## config.mk

```make
export PLATFORM = sky130hd
export DESIGN_NAME = scr1_tcm_dport_ctrl
export DESIGN_NICKNAME = d
export VERILOG_FILES = /design/src/rtl/scr1_tcm_pkg.sv /design/src/rtl/scr1_tcm_lane_align.sv /design/src/rtl/scr1_tcm_dport_ctrl.sv
export SDC_FILE = /design/constraint.sdc
export NUM_CORES = 1
export LEC_CHECK = 0
export ABC_AREA = 1
export BUFFER_PORTS_ARGS = -buffer_cell sky130_fd_sc_hd__buf_2
export CAP_MARGIN = 20
export CORE_AREA = 2 2 125 127
export DETAILED_ROUTE_END_ITERATION = 12
export DIE_AREA = 0 0 127 129
export GPL_ROUTABILITY_DRIVEN = 1
export PLACE_DENSITY = 0.7
export SYNTH_ARGS = -nofsm -noshare
export SYNTH_HDL_FRONTEND = slang
export SYNTH_HIERARCHICAL = 1
export SYNTH_SLANG_ARGS = --single-unit
```

## constraint.sdc

```tcl
create_clock -name clk -period 1.65 [get_ports clk]
set_input_delay 0.33 -clock clk [delete_from_list [all_inputs] [get_ports clk]]
set_output_delay 0.33 -clock clk [all_outputs]
set_load 0.1 [all_outputs]
```

## src/rtl/scr1_tcm_pkg.sv

```systemverilog
// Shared TCM port types: command, access width and response encodings,
// plus the byte-lane helpers used by both TCM port controllers.
package scr1_tcm_pkg;

   localparam int unsigned SCR1_TCM_DWIDTH = 64;

   typedef enum logic {
      SCR1_MEM_CMD_RD = 1'b0,
      SCR1_MEM_CMD_WR = 1'b1
   } type_scr1_mem_cmd_e;

   typedef enum logic [1:0] {
      SCR1_MEM_WIDTH_BYTE  = 2'd0,
      SCR1_MEM_WIDTH_HWORD = 2'd1,
      SCR1_MEM_WIDTH_WORD  = 2'd2,
      SCR1_MEM_WIDTH_DWORD = 2'd3
   } type_scr1_mem_width_e;

   typedef enum logic [1:0] {
      SCR1_MEM_RESP_IDLE  = 2'd0,
      SCR1_MEM_RESP_OKAY  = 2'd1,
      SCR1_MEM_RESP_ERROR = 2'd2
   } type_scr1_mem_resp_e;

   // Unshifted byte mask covering one access of the given width.
   function automatic logic [7:0] scr1_byte_mask(input type_scr1_mem_width_e width);
      logic [7:0] mask;
      mask = 8'hFF;
      case (width)
         SCR1_MEM_WIDTH_BYTE  : mask = 8'h01;
         SCR1_MEM_WIDTH_HWORD : mask = 8'h03;
         SCR1_MEM_WIDTH_WORD  : mask = 8'h0F;
         default              : mask = 8'hFF;
      endcase
      return mask;
   endfunction

   function automatic logic scr1_misaligned(input type_scr1_mem_width_e width,
                                            input logic [2:0]           offset);
      logic mis;
      mis = 1'b0;
      case (width)
         SCR1_MEM_WIDTH_BYTE  : mis = 1'b0;
         SCR1_MEM_WIDTH_HWORD : mis = offset[0];
         SCR1_MEM_WIDTH_WORD  : mis = |offset[1:0];
         default              : mis = |offset;
      endcase
      return mis;
   endfunction

endpackage

```

## src/rtl/scr1_tcm_lane_align.sv

```systemverilog
// Byte-lane steering between LSB-justified core data and the 64-bit TCM word:
// write shift and byte enables on the request side, read extract on the response side.
module scr1_tcm_lane_align
   import scr1_tcm_pkg::*;
(
   input  type_scr1_mem_width_e wr_width,
   input  logic [2:0]           wr_offset,
   input  logic [63:0]          wr_data,
   output logic [63:0]          wr_data_shifted,
   output logic [7:0]           wr_byte_en,
   input  type_scr1_mem_width_e rd_width,
   input  logic [2:0]           rd_offset,
   input  logic [63:0]          rd_word,
   output logic [63:0]          rd_data
);

   logic [63:0] rd_shifted;

   always_comb begin
      wr_data_shifted = wr_data << {wr_offset, 3'b000};
      wr_byte_en      = scr1_byte_mask(wr_width) << wr_offset;
   end

   // Extracted lanes are zero-extended; upper bytes never leak through.
   always_comb begin
      rd_shifted = rd_word >> {rd_offset, 3'b000};
      rd_data    = rd_shifted;
      case (rd_width)
         SCR1_MEM_WIDTH_BYTE  : rd_data = {56'd0, rd_shifted[7:0]};
         SCR1_MEM_WIDTH_HWORD : rd_data = {48'd0, rd_shifted[15:0]};
         SCR1_MEM_WIDTH_WORD  : rd_data = {32'd0, rd_shifted[31:0]};
         default              : rd_data = rd_shifted;
      endcase
   end

endmodule

```

## src/rtl/scr1_tcm_dport_ctrl.sv

```systemverilog
// TCM data-port initiator: accepts one LSU request per cycle, drives RAM port B
// in the same cycle and returns OKAY/ERROR plus read data exactly one cycle later.
module scr1_tcm_dport_ctrl
   import scr1_tcm_pkg::*;
#(
   parameter logic [31:0] TCM_SIZE = 32'h0001_0000,
   parameter logic [31:0] TCM_BASE = 32'h0048_0000,
   parameter int unsigned DWIDTH   = SCR1_TCM_DWIDTH
)(
   input  logic                        clk,
   input  logic                        rst_n,
   input  logic                        dmem_req,
   input  logic                        dmem_cmd,
   input  logic [1:0]                  dmem_width,
   input  logic [31:0]                 dmem_addr,
   input  logic [DWIDTH-1:0]           dmem_wdata,
   output logic                        dmem_req_ack,
   output logic [DWIDTH-1:0]           dmem_rdata,
   output logic [1:0]                  dmem_resp,
   output logic                        mem_renb,
   output logic                        mem_wenb,
   output logic [7:0]                  mem_webb,
   output logic [$clog2(TCM_SIZE)-4:0] mem_addrb,
   output logic [DWIDTH-1:0]           mem_datab,
   input  logic [DWIDTH-1:0]           mem_qb
);

   localparam int unsigned TCM_AW = $clog2(TCM_SIZE);

   typedef enum logic {
      ST_IDLE = 1'b0,
      ST_RESP = 1'b1
   } state_e;

   type_scr1_mem_cmd_e   req_cmd;
   type_scr1_mem_width_e req_width;
   logic [2:0]           req_offset;
   logic                 req_accept;
   logic                 req_misalign;
   logic                 req_out_of_range;
   logic                 req_err;
   logic [7:0]           wr_byte_en;
   logic [63:0]          rd_extract;

   state_e               state_q,  state_d;
   type_scr1_mem_resp_e  resp_q,   resp_d;
   type_scr1_mem_cmd_e   cmd_q,    cmd_d;
   type_scr1_mem_width_e width_q,  width_d;
   logic [2:0]           offset_q, offset_d;
   logic                 err_q,    err_d;

   assign req_cmd    = type_scr1_mem_cmd_e'(dmem_cmd);
   assign req_width  = type_scr1_mem_width_e'(dmem_width);
   assign req_offset = dmem_addr[2:0];

   scr1_tcm_lane_align u_lane_align (
      .wr_width        (req_width),
      .wr_offset       (req_offset),
      .wr_data         (dmem_wdata),
      .wr_data_shifted (mem_datab),
      .wr_byte_en      (wr_byte_en),
      .rd_width        (width_q),
      .rd_offset       (offset_q),
      .rd_word         (mem_qb),
      .rd_data         (rd_extract)
   );

   // rst_n gates acceptance so no RAM enable can fire while the block is held in reset.
   always_comb begin
      dmem_req_ack     = rst_n;
      req_accept       = dmem_req & rst_n;
      req_misalign     = scr1_misaligned(req_width, req_offset);
      req_out_of_range = dmem_addr[31:TCM_AW] != TCM_BASE[31:TCM_AW];
      req_err          = req_misalign | req_out_of_range;
      mem_renb         = req_accept & (req_cmd == SCR1_MEM_CMD_RD) & ~req_err;
      mem_wenb         = req_accept & (req_cmd == SCR1_MEM_CMD_WR) & ~req_err;
      mem_webb         = mem_wenb ? wr_byte_en : 8'h00;
      mem_addrb        = dmem_addr[TCM_AW-1:3];
   end

   always_comb begin
      state_d  = req_accept ? ST_RESP : ST_IDLE;
      resp_d   = SCR1_MEM_RESP_IDLE;
      cmd_d    = cmd_q;
      width_d  = width_q;
      offset_d = offset_q;
      err_d    = err_q;
      if (req_accept) begin
         resp_d   = req_err ? SCR1_MEM_RESP_ERROR : SCR1_MEM_RESP_OKAY;
         cmd_d    = req_cmd;
         width_d  = req_width;
         offset_d = req_offset;
         err_d    = req_err;
      end
   end

   always_ff @(posedge clk or negedge rst_n) begin
      if (!rst_n) begin
         state_q  <= ST_IDLE;
         resp_q   <= SCR1_MEM_RESP_IDLE;
         cmd_q    <= SCR1_MEM_CMD_RD;
         width_q  <= SCR1_MEM_WIDTH_BYTE;
         offset_q <= 3'd0;
         err_q    <= 1'b0;
      end else begin
         state_q  <= state_d;
         resp_q   <= resp_d;
         cmd_q    <= cmd_d;
         width_q  <= width_d;
         offset_q <= offset_d;
         err_q    <= err_d;
      end
   end

   // Read data is steered straight from the RAM output in the response cycle.
   always_comb begin
      dmem_resp  = resp_q;
      dmem_rdata = '0;
      if ((state_q == ST_RESP) && !err_q && (cmd_q == SCR1_MEM_CMD_RD)) begin
         dmem_rdata = rd_extract;
      end
   end

endmodule

```

==> results.py <==
metrics = {
    "outcome": {
        "status": "finished with violations",
        "violations": "setup timing",
    },
    "global_route": {
        "grt_use_met3": 0.05988,
        "antenna_found_initial": 2,
        "first_global_vias": 9174,
        "grt_use_total": 0.3432,
        "grt.busiest_layer": "met2",
        "grt_max_degree": 48,
        "grt-ovfl-total": 0,
        "use_met1": 0.3818,
        "met2_usage": 0.6252,
        "grt_pass1_wl_mm": 45.75,
    },
    "yosys": {
        "synth-seq-cells": 10,
        "ys_seq_area_frac": 0.04700,
        "ys_types": 26,
        "syn_nets": 1338,
        "syn_avg_cell_area_um2": 4.543,
        "yosysWarnings": 6,
        "synth_area_leader_cell": "nand2_1",
        "synthTopCellsByArea": "nand2_1 30%, nand3_1 14%, inv_1 12%",
        "synth-async-reset-ratio": 1.000,
        "synth_flop_cell": "dfrtp_1",
        "netlist_instances": 1172,
        "synth_top_area_share": 0.2961,
        "synth_edf_count": 0,
        "syn_area_um2": 5324,
    },
    "power_and_ir_drop": {
        "power_leakage_nw": 6.017,
        "sw_frac_of_total": 0.5778,
        "seqPwrFrac": 0.048,
        "clockPowerShare": 0.076,
        "p_switching_mw": 3.697,
        "p_comb_frac": 0.876,
        "ir_worst_vdd_v": 0.0005239,
        "p_int_mw": 2.701,
        "pwr_density_cell_nw_per_um2": 496.8,
    },
    "clocking": {
        "cts_buffer_depth": 2,
        "clk_latency_ns": 0.24,
        "cts_num_sinks": 10,
        "cts.hold.buffers_added": 0,
        "cts_tree": "yes",
        "cts_made_buffers": 3,
        "cts_max_level": 1,
        "clkSlewWorstSetupHoldPaths_ns": 0.04,
        "cts_root_buffer": "clkbuf_16",
    },
    "floorplanning": {
        "ios": 320,
        "rows": 45,
        "start_util": 0.3555,
        "fp.dieH_um": 129,
        "dieArea_um2": 16380,
        "die_width_um": 127,
        "core_area_um2": 14980,
    },
    "sta": {
        "period_share": 1.358,
        "maxSlewHeadroom": 0.6678,
        "worst_pin_slew_ns": 0.5018,
        "setup_viol": 126,
        "fin_worst_hold_slack_ns": 0.03739,
        "fin_tns_setup_ns": -34.31,
        "max_freq_ghz": 0.4464,
        "setup_ws_ns": -0.5902,
        "hold_viol": 0,
        "fin_skew_ns": 0,
        "rsz0062_at_grt": "yes",
        "finalCriticalPeriod_ns": 2.240,
        "slew_violations": 0,
    },
    "layout": {
        "final_nets": 1698,
        "num-fill-cells": 692,
        "regArea_um2": 254.0,
        "area_delta_synth_final_pct": 141.9,
        "multi_input_area_um2": 5876,
        "drive_gt1_frac": 0.5565,
    },
    "routing": {
        "drc": 0,
        "antenna_left": 0,
        "routed_wl_mm": 36.23,
        "routed-via-count": 10240,
        "vias_per_cell": 5.949,
        "drt_first_pass_iters": 8,
        "drtIter0Drc": 1605,
        "avgRoutedWirePerCell_um": 21.05,
    },
    "critical_path": {
        "crit_path_end_kind": "primary output",
        "critPathKind": "reg2out",
        "worstPathArrival_ns": 1.91,
        "crit_fanout": 13,
        "required_ns": 1.32,
        "startpoint_type": "flip-flop",
    },
    "place": {
        "gp_congestion": 1.001,
        "portBuffers": 293,
        "hpwl_mm": 20.77,
    },
    "run": {
        "drv_cap": 0,
    },
    "hold_path": {
        "hp-class": "in2async",
    },
}
==> worst max-delay path, cell delays in order (launching register included) <==
cell and delay, ns:
dfrtp_2 0.46, clkinv_4 0.11, buf_12 0.15, nand2_4 0.06, o21ai_0 0.23, nand2_1 0.10
a21oi_1 0.15, inv_1 0.09, nor2_4 0.12, buf_12 0.18
==> final timing paths <==
path                       depth (start not counted)        endpoint         start  slack [ns]
max                                                9  dmem_rdata[29]   offset_q[0]       -0.59
max in group asynchronous                          2      width_q[1]         rst_n        1.44
min in group clk                                   3     offset_q[2]  dmem_addr[2]        0.36
max reg2reg                                        3     offset_q[2]   offset_q[2]        0.68
min                                                2     offset_q[2]         rst_n        0.04
min reg2reg                                        2           err_q         err_q        0.52
==> cells in the mapped netlist, types with 3 or more instances <==
master and n:
nand2_1 420, inv_1 173, nor2_1 159, nand3_1 148, o21ai_0 64, o211ai_1 47
buf_2 42, buf_4 24, a21oi_1 21, clkbuf_1 21, dfrtp_1 10, and2_1 6
buf_1 6, nor3_1 6, buf_6 4, inv_2 4, nand4_1 3, o21ai_1 3
or2_2 3
==> area by class of cell <==
| class | instances | area share |
|---|---|---|
| Multi-Input combinational cell | 887 | 0.4562 |
| Timing Repair Buffer | 451 | 0.4398 |
| Antenna cell | 2 | 0.0003886 |
| Tap cell | 188 | 0.01826 |
| Clock buffer | 4 | 0.006898 |
| Inverter | 178 | 0.05742 |
| Sequential cell | 10 | 0.01972 |
| Timing Repair inverter | 1 | 0.001263 |
==> timing repair <==
| item | in CTS | in global routing |
|---|---|---|
| setup endpoints to repair | 137 | 136 |
| resized for setup | 194 | 203 |
| setup buffers | 16 | 21 |
| hold endpoints to repair | 0 | 0 |
| pin swaps | 98 | 140 |
| gates cloned | 13 | 9 |
==> state kept, by name (all words and copies together), names as in the netlist <==
register,flops
cmd_q,1
dmem_resp,2
err_q,1
offset_q,3
state_q,1
width_q,2
==> metal layers <==
layer | vias up | part of all wire
met5 | - | 0
met4 | 0 | 0.083
met3 | 302 | 0.12
met2 | 973 | 0.48
met1 | 4610 | 0.32
li1 | 4353 | -
==> metrics by stage <==
stage               area (um2)    util  setup WS [ns]  cells  power [mW]
finish                   12880  0.8599        -0.5902   1721       6.398
global route             12880  0.8597        -0.6752   1720       6.635
CTS                      12000  0.8013        -0.4946   1699       5.785
detailed placement       10860  0.7251        -0.2798   1666       4.898
global placement         10860  0.7251        -0.2461   1666       4.849
floorplan                 6723       -        -0.2377   1172       3.510
==> power by group through the flow <==
stage	combinational (mW)	clock [mW]	sequential, mW
2_1_floorplan	3.21	0	0.300
3_3_place_gp	4.55	0	0.303
3_5_place_dp	4.59	0	0.304
4_1_cts	5.00	0.482	0.304
5_1_grt	5.82	0.503	0.308
6_report	5.61	0.489	0.304
==> cells by family after synthesis <==
logic type             after synthesis  share of synthesized area
buffers and inverters              275                     0.2263
AND/OR/NAND/NOR                    751                     0.5765
flip-flops                          10                    0.04700
AO/OA/AOI/OAI                      136                     0.1502
==> layout by cell type (no fill, tap or decap), types with 16 or more instances in the layout <==
cell type / netlist / routed
buf_4: 24 / 76
buf_12: 0 / 166
buf_6: 4 / 45
inv_2: 4 / 29
buf_2: 42 / 138
nor2_4: 0 / 103
nand3_1: 148 / 107
nor2_1: 159 / 52
o21ai_2: 0 / 24
o21ai_4: 0 / 16
inv_1: 173 / 137
o211ai_1: 47 / 47
nand2_4: 0 / 54
nand2_2: 0 / 78
nand2_1: 420 / 288
nand3_2: 0 / 39
Power figures use the tool's default switching activity.
